$ cat src/rtl/uart_pkg.sv
// Shared UART definitions: data width and byte bit-order helper.
// No latency (constants and a pure function).
// No flow control involved.
package uart_pkg;

  localparam int UART_DATA_W = 8;

  // Swap bit order so the first serial bit (received in bit 7) lands in bit 0.
  function automatic logic [UART_DATA_W-1:0] bit_reverse8(input logic [UART_DATA_W-1:0] d);
    logic [UART_DATA_W-1:0] r;
    for (int i = 0; i < UART_DATA_W; i++) begin
      r[i] = d[UART_DATA_W-1-i];
    end
    return r;
  endfunction

endpackage

$ cat src/rtl/uart_sync_fifo.sv
// Generic synchronous FIFO with an occupancy counter and a drop indication.
// Push visible at pop_data one edge after write; pop_data is combinational from storage.
// A push while full is accepted only with a same-cycle pop; otherwise drop pulses.
module uart_sync_fifo #(
  parameter int DATA_W = 8,
  parameter int DEPTH  = 16
) (
  input  logic                     clk,
  input  logic                     rst_n,
  input  logic                     push,
  input  logic [DATA_W-1:0]        push_data,
  input  logic                     pop,
  output logic [DATA_W-1:0]        pop_data,
  output logic [$clog2(DEPTH):0]   level,
  output logic                     full,
  output logic                     empty,
  output logic                     drop
);

  localparam int PTR_W = $clog2(DEPTH);
  localparam logic [PTR_W:0]   LVL_FULL = (PTR_W+1)'(DEPTH);
  localparam logic [PTR_W:0]   LVL_ONE  = (PTR_W+1)'(1);
  localparam logic [PTR_W-1:0] PTR_ONE  = PTR_W'(1);

  logic [DATA_W-1:0] mem [DEPTH];
  logic [PTR_W-1:0]  wr_ptr;
  logic [PTR_W-1:0]  rd_ptr;
  logic              pop_fire;
  logic              push_ok;

  assign empty    = (level == '0);
  assign full     = (level == LVL_FULL);
  assign pop_fire = pop & ~empty;
  // A pop in the same cycle frees the slot, so a full FIFO can still take the byte.
  assign push_ok  = push & (~full | pop_fire);
  assign drop     = push & full & ~pop_fire;
  assign pop_data = mem[rd_ptr];

  // Storage write; contents are deliberately not reset.
  always_ff @(posedge clk) begin
    if (push_ok) mem[wr_ptr] <= push_data;
  end

  // Pointers wrap naturally; level tracks occupancy independently of them.
  always_ff @(posedge clk or negedge rst_n) begin
    if (!rst_n) begin
      wr_ptr <= '0;
      rd_ptr <= '0;
      level  <= '0;
    end else begin
      if (push_ok)  wr_ptr <= wr_ptr + PTR_ONE;
      if (pop_fire) rd_ptr <= rd_ptr + PTR_ONE;
      case ({push_ok, pop_fire})
        2'b10:   level <= level + LVL_ONE;
        2'b01:   level <= level - LVL_ONE;
        default: level <= level;
      endcase
    end
  end

endmodule

$ cat src/rtl/uart_rx_fifo.sv
// UART receive buffer: one write per rx_done high period, optional bit reversal, sticky overrun.
// rd_valid/rd_data appear one edge after rx_done is first sampled high; reads are same-cycle.
// Bytes arriving while full with no read are dropped and flag overrun; read side is valid/ready.
module uart_rx_fifo
  import uart_pkg::*;
#(
  parameter int DEPTH       = 16,
  parameter bit BIT_REVERSE = 1'b1
) (
  input  logic                     clk,
  input  logic                     rst_n,
  input  logic [UART_DATA_W-1:0]   rx_data,
  input  logic                     rx_done,
  input  logic                     rd_ready,
  output logic                     rd_valid,
  output logic [UART_DATA_W-1:0]   rd_data,
  output logic [$clog2(DEPTH):0]   level,
  output logic                     full,
  output logic                     overrun,
  input  logic                     clr_overrun
);

  logic                   done_q;
  logic                   wr_stb;
  logic [UART_DATA_W-1:0] wr_data;
  logic                   fifo_empty;
  logic                   fifo_drop;

  // done_q resets low so a done already high at reset release still yields one write.
  assign wr_stb  = rx_done & ~done_q;
  assign wr_data = BIT_REVERSE ? bit_reverse8(rx_data) : rx_data;
  assign rd_valid = ~fifo_empty;

  // Remember previous rx_done to find its rising edge.
  always_ff @(posedge clk or negedge rst_n) begin
    if (!rst_n) done_q <= 1'b0;
    else        done_q <= rx_done;
  end

  // Sticky overrun; a drop in the same cycle as a clear keeps it set.
  always_ff @(posedge clk or negedge rst_n) begin
    if (!rst_n)           overrun <= 1'b0;
    else if (fifo_drop)   overrun <= 1'b1;
    else if (clr_overrun) overrun <= 1'b0;
  end

  uart_sync_fifo #(
    .DATA_W (UART_DATA_W),
    .DEPTH  (DEPTH)
  ) u_fifo (
    .clk       (clk),
    .rst_n     (rst_n),
    .push      (wr_stb),
    .push_data (wr_data),
    .pop       (rd_ready),
    .pop_data  (rd_data),
    .level     (level),
    .full      (full),
    .empty     (fifo_empty),
    .drop      (fifo_drop)
  );

endmodule

$ cat config.mk
export PLATFORM = sky130hd
export DESIGN_NAME = uart_rx_fifo
export DESIGN_NICKNAME = d
export VERILOG_FILES = /design/src/rtl/uart_pkg.sv /design/src/rtl/uart_sync_fifo.sv /design/src/rtl/uart_rx_fifo.sv
export SDC_FILE = /design/constraint.sdc
export NUM_CORES = 1
export LEC_CHECK = 0
export BUFFER_PORTS_ARGS = -buffer_cell sky130_fd_sc_hd__buf_4
export CORE_UTILIZATION = 61
export DETAILED_ROUTE_END_ITERATION = 6
export PLACE_DENSITY_LB_ADDON = 0.2
export SLEW_MARGIN = 40
export SYNTH_ARGS = -nofsm -noshare
export SYNTH_HDL_FRONTEND = slang
export SYNTH_SLANG_ARGS = --single-unit
export TNS_END_PERCENT = 5
$ cat constraint.sdc
create_clock -name clk -period 3.3 [get_ports clk]
set_input_delay 0.66 -clock clk [delete_from_list [all_inputs] [get_ports clk]]
set_output_delay 0.66 -clock clk [all_outputs]
set_load 0.02 [all_outputs]
==> flow_summary.json <==
{
  "outcome": "complete, no violations",
  "wl_met3_um": 512,
  "die_w_um": 101.4,
  "ctsResizeCount": 0,
  "portBuffers": 28,
  "end_kind": "output pin",
  "wirelength_um": 11830,
  "p_sw_share_pct": 31.42,
  "num-fill-cells": 521,
  "first_pass_iters": 4,
  "seq_power_share_pct": 37.9,
  "antenna_left": 0,
  "worst_pin_slew_ns": 0.7325,
  "wl_per_cell_um": 23.86,
  "syn_to_final_growth_pct": 17.49,
  "htreeDepth": 4,
  "regToRegSetupSlack_ns": 0.47,
  "synth_cell_types": 42,
  "setup_viol": 0,
  "cts_setup_buffers": 0,
  "antenna_found_initial": 0,
  "worstPathMaxFanout": 35,
  "p_per_area_nw_per_um2": 872.5,
  "synth_top_area_cell": "edfxtp_1",
  "drc": 0,
  "utilization_pct": 75.27,
  "pre_cts_slack_ns": 0.4909,
  "rows": 35,
  "syn-cell-area_um2": 6032,
  "route.met2.wl_um": 5980,
  "power_mw": 6.183,
  "synth_seq_cells": 143,
  "dpl.cell_count": 463,
  "synth_ff_type": "edfxtp_1",
  "hold_viol": 0,
  "tns_ns": 0,
  "async_flop_share_pct": 10.49,
  "clock_latency_ns": 0.53,
  "netlist.area_leader.share_pct": 63.72,
  "grt_setup_unrepaired": "no",
  "core_um2": 9415,
  "die_y_um": 101.4,
  "numCtsBuffers": 17,
  "grt.total_usage_pct": 25.74,
  "crit_chain": "buf_12 -> mux4_1 -> mux4_2 -> buf_4",
  "nets": 376,
  "synth_edf_count": 128,
  "hp-class": "in -> reg",
  "ys_top_cells_by_area": "edfxtp_1 64%, mux4_1 13%, dfrtp_1 6.2%",
  "grt_pass1_vias": 3055,
  "slowest_delay_ns": 0.64,
  "grt_pass1_wl_um": 17840,
  "min_period_ns": 3.167,
  "startpoint_type": "register",
  "path_clk_slew_ns": 0.07,
  "root_buffer": "clkbuf_8",
  "place.gp.congestion": 0.9133,
  "cts_tree": "built",
  "met1_length_um": 5151,
  "clockBufferDepth": 2,
  "vias": 3033,
  "clock.fmax_mhz": 315.7,
  "avgSynthCellArea_um2": 19.84,
  "antenna_cells": 0,
  "synth_cells": 304,
  "vias_per_cell": 6.115,
  "required_ns": 2.64,
  "top_layer_used": "met4",
  "start_util_pct": 64.07,
  "finalMaxSlewViolations": 0,
  "ys_warn_count": 0,
  "setup_ws_ns": 0.1329,
  "fin_worst_skew_ns": 0.01086,
  "p_sw_mw": 1.943,
  "critPathSlowestCell": "mux4_1",
  "dr.first_iter.drc_count": 165,
  "finalCritPeriodShare_pct": 95.97,
  "peakVddDrop_uv": 643.2,
  "maxSlewHeadroom_pct": 50.99,
  "cap_violations": 0,
  "fin_cells": 496,
  "gr-total-overflow": 0,
  "syn_nets": 326,
  "p_int_mw": 4.240,
  "hpwl_um": 7186,
  "grt_max_degree": 36,
  "leakagePower_nw": 2.536,
  "drive_gt1_share_pct": 25.61,
  "ys_seq_area_share_pct": 69.94,
  "die-area_um2": 10290,
  "combPwrFrac_pct": 30.0,
  "cts_sinks": 143,
  "worstPathArrival_ns": 2.51,
  "critical_path_buf_inv_count": 2,
  "power_frac_clock_pct": 32.1,
  "crit_family": "multiplexers",
  "io_pins": 29,
  "critPathKind": "reg -> out"
}
logic make-up (layout without fill, tap and decap cells):
logic type | Yosys count | count (layout) | share of synthesized area [%]
buffers and inverters | 23 | 86 | 2.012
and+or+nand+nor | 56 | 56 | 4.729
adders and majority gates | 9 | 9 | 1.991
AOI/OAI and AO/OA | 19 | 19 | 2.303
DFF | 143 | 143 | 69.94
muxes | 46 | 46 | 17.86
xor gates and xnor gates | 8 | 8 | 1.162
layout make-up:
cell class | instances | area, um^2 | area share, %
clock buffers | 17 | 414.1 | 5.844
clock inverters | 15 | 205.2 | 2.895
inverters | 7 | 26.28 | 0.3708
multi-input cells | 138 | 1692 | 23.87
flip-flops and latches | 143 | 4220 | 59.55
well taps | 129 | 161.4 | 2.278
repair buffers | 47 | 367.9 | 5.191
path summary, 6_finish.rpt:
path / from / end / cells after the start
worst max-delay path: u_fifo.rd_ptr[0]$_DFFE_PN0P_ / rd_data[3] / 4
worst min-delay path: rx_done / done_q$_DFF_PN0_ / 1
worst max register to register: u_fifo.level[0]$_DFFE_PN0P_ / u_fifo.level[4]$_DFFE_PN0P_ / 8
worst min register to register: overrun$_DFFE_PN0P_ / overrun$_DFFE_PN0P_ / 2
max in group asynchronous: rst_n / u_fifo.rd_ptr[0]$_DFFE_PN0P_ / 2
min in group asynchronous: rst_n / u_fifo.wr_ptr[3]$_DFFE_PN0P_ / 2
registers in the layout, indices dropped and copies added (netlist names):
| name | cells |
|---|---|
| u_fifo.mem | 128 |
| u_fifo.wr_ptr | 4 |
| u_fifo.rd_ptr | 4 |
| overrun | 1 |
| done_q | 1 |
| u_fifo.level | 5 |
synth_stat cells (2+ instances only):
| master | instances |
|---|---|
| o21ai_0 | 3 |
| mux4_2 | 10 |
| buf_6 | 3 |
| edfxtp_1 | 128 |
| nor2b_1 | 2 |
| mux2_2 | 2 |
| mux4_1 | 30 |
| nand2b_1 | 4 |
| xnor2_1 | 5 |
| mux2i_1 | 3 |
| o32ai_1 | 2 |
| nand2_1 | 11 |
| inv_1 | 7 |
| ha_1 | 8 |
| a211o_1 | 2 |
| dfrtp_1 | 15 |
| xor2_1 | 3 |
| clkbuf_1 | 8 |
| nor4_1 | 2 |
| a21oi_1 | 5 |
| nor2_1 | 18 |
| nor3_1 | 7 |
| buf_1 | 3 |
| nand3_1 | 5 |
cell usage in the layout, fill, tap and decap left out, types with 2 or more instances in the layout:
cell type  synthesis  routed
bufinv_16          0       3
o32ai_1            2       2
mux2_2             2       2
dfrtp_1           15      14
ha_1               8       8
mux2i_1            3       3
xor2_1             3       3
o21ai_0            3       3
inv_6              0       3
nor2_1            18      18
clkbuf_16          0      16
mux4_1            30      30
nand3_1            5       5
nor3_1             7       7
inv_1              7       7
a21oi_1            5       5
xnor2_1            5       5
buf_4              0      45
mux4_2            10      10
nor4_1             2       2
nand2b_1           4       4
nor2b_1            2       2
inv_8              0       3
edfxtp_1         128     128
a211o_1            2       2
nand2_1           11      11
clkinv_4           0       3
per-stage QoR:
stage / hold WS (ns) / area (um^2)
floorplan: 0.3644 / 6032
global placement: 0.5320 / 6457
detailed placement: 0.5295 / 6457
CTS: 0.2373 / 7087
global route: 0.2383 / 7087
finish: 0.2540 / 7087
repair_timing:
| item | CTS | global route |
|---|---|---|
| hold buffers | 1 | 0 |
| endpoints found under the hold margin | 15 | 0 |
| setup endpoints to repair | 0 | 0 |
metal layers:
| metal | GRT usage, % | vias to the layer above |
|---|---|---|
| li1 | - | 1358 |
| met1 | 34.74 | 1558 |
| met2 | 41.29 | 102 |
| met3 | 6.694 | 15 |
| met4 | 9.365 | 0 |
| met5 | 0 | - |
power by group through the flow:
stage	Combinational, mW	Sequential, mW	Clock, mW
5_1_grt	1.99	2.37	2.07
2_1_floorplan	1.35	2.30	0
6_report	1.86	2.34	1.98
3_3_place_gp	1.81	2.37	0
4_1_cts	1.87	2.34	2.00
3_5_place_dp	1.83	2.37	0
Power figures use the tool's default switching activity.
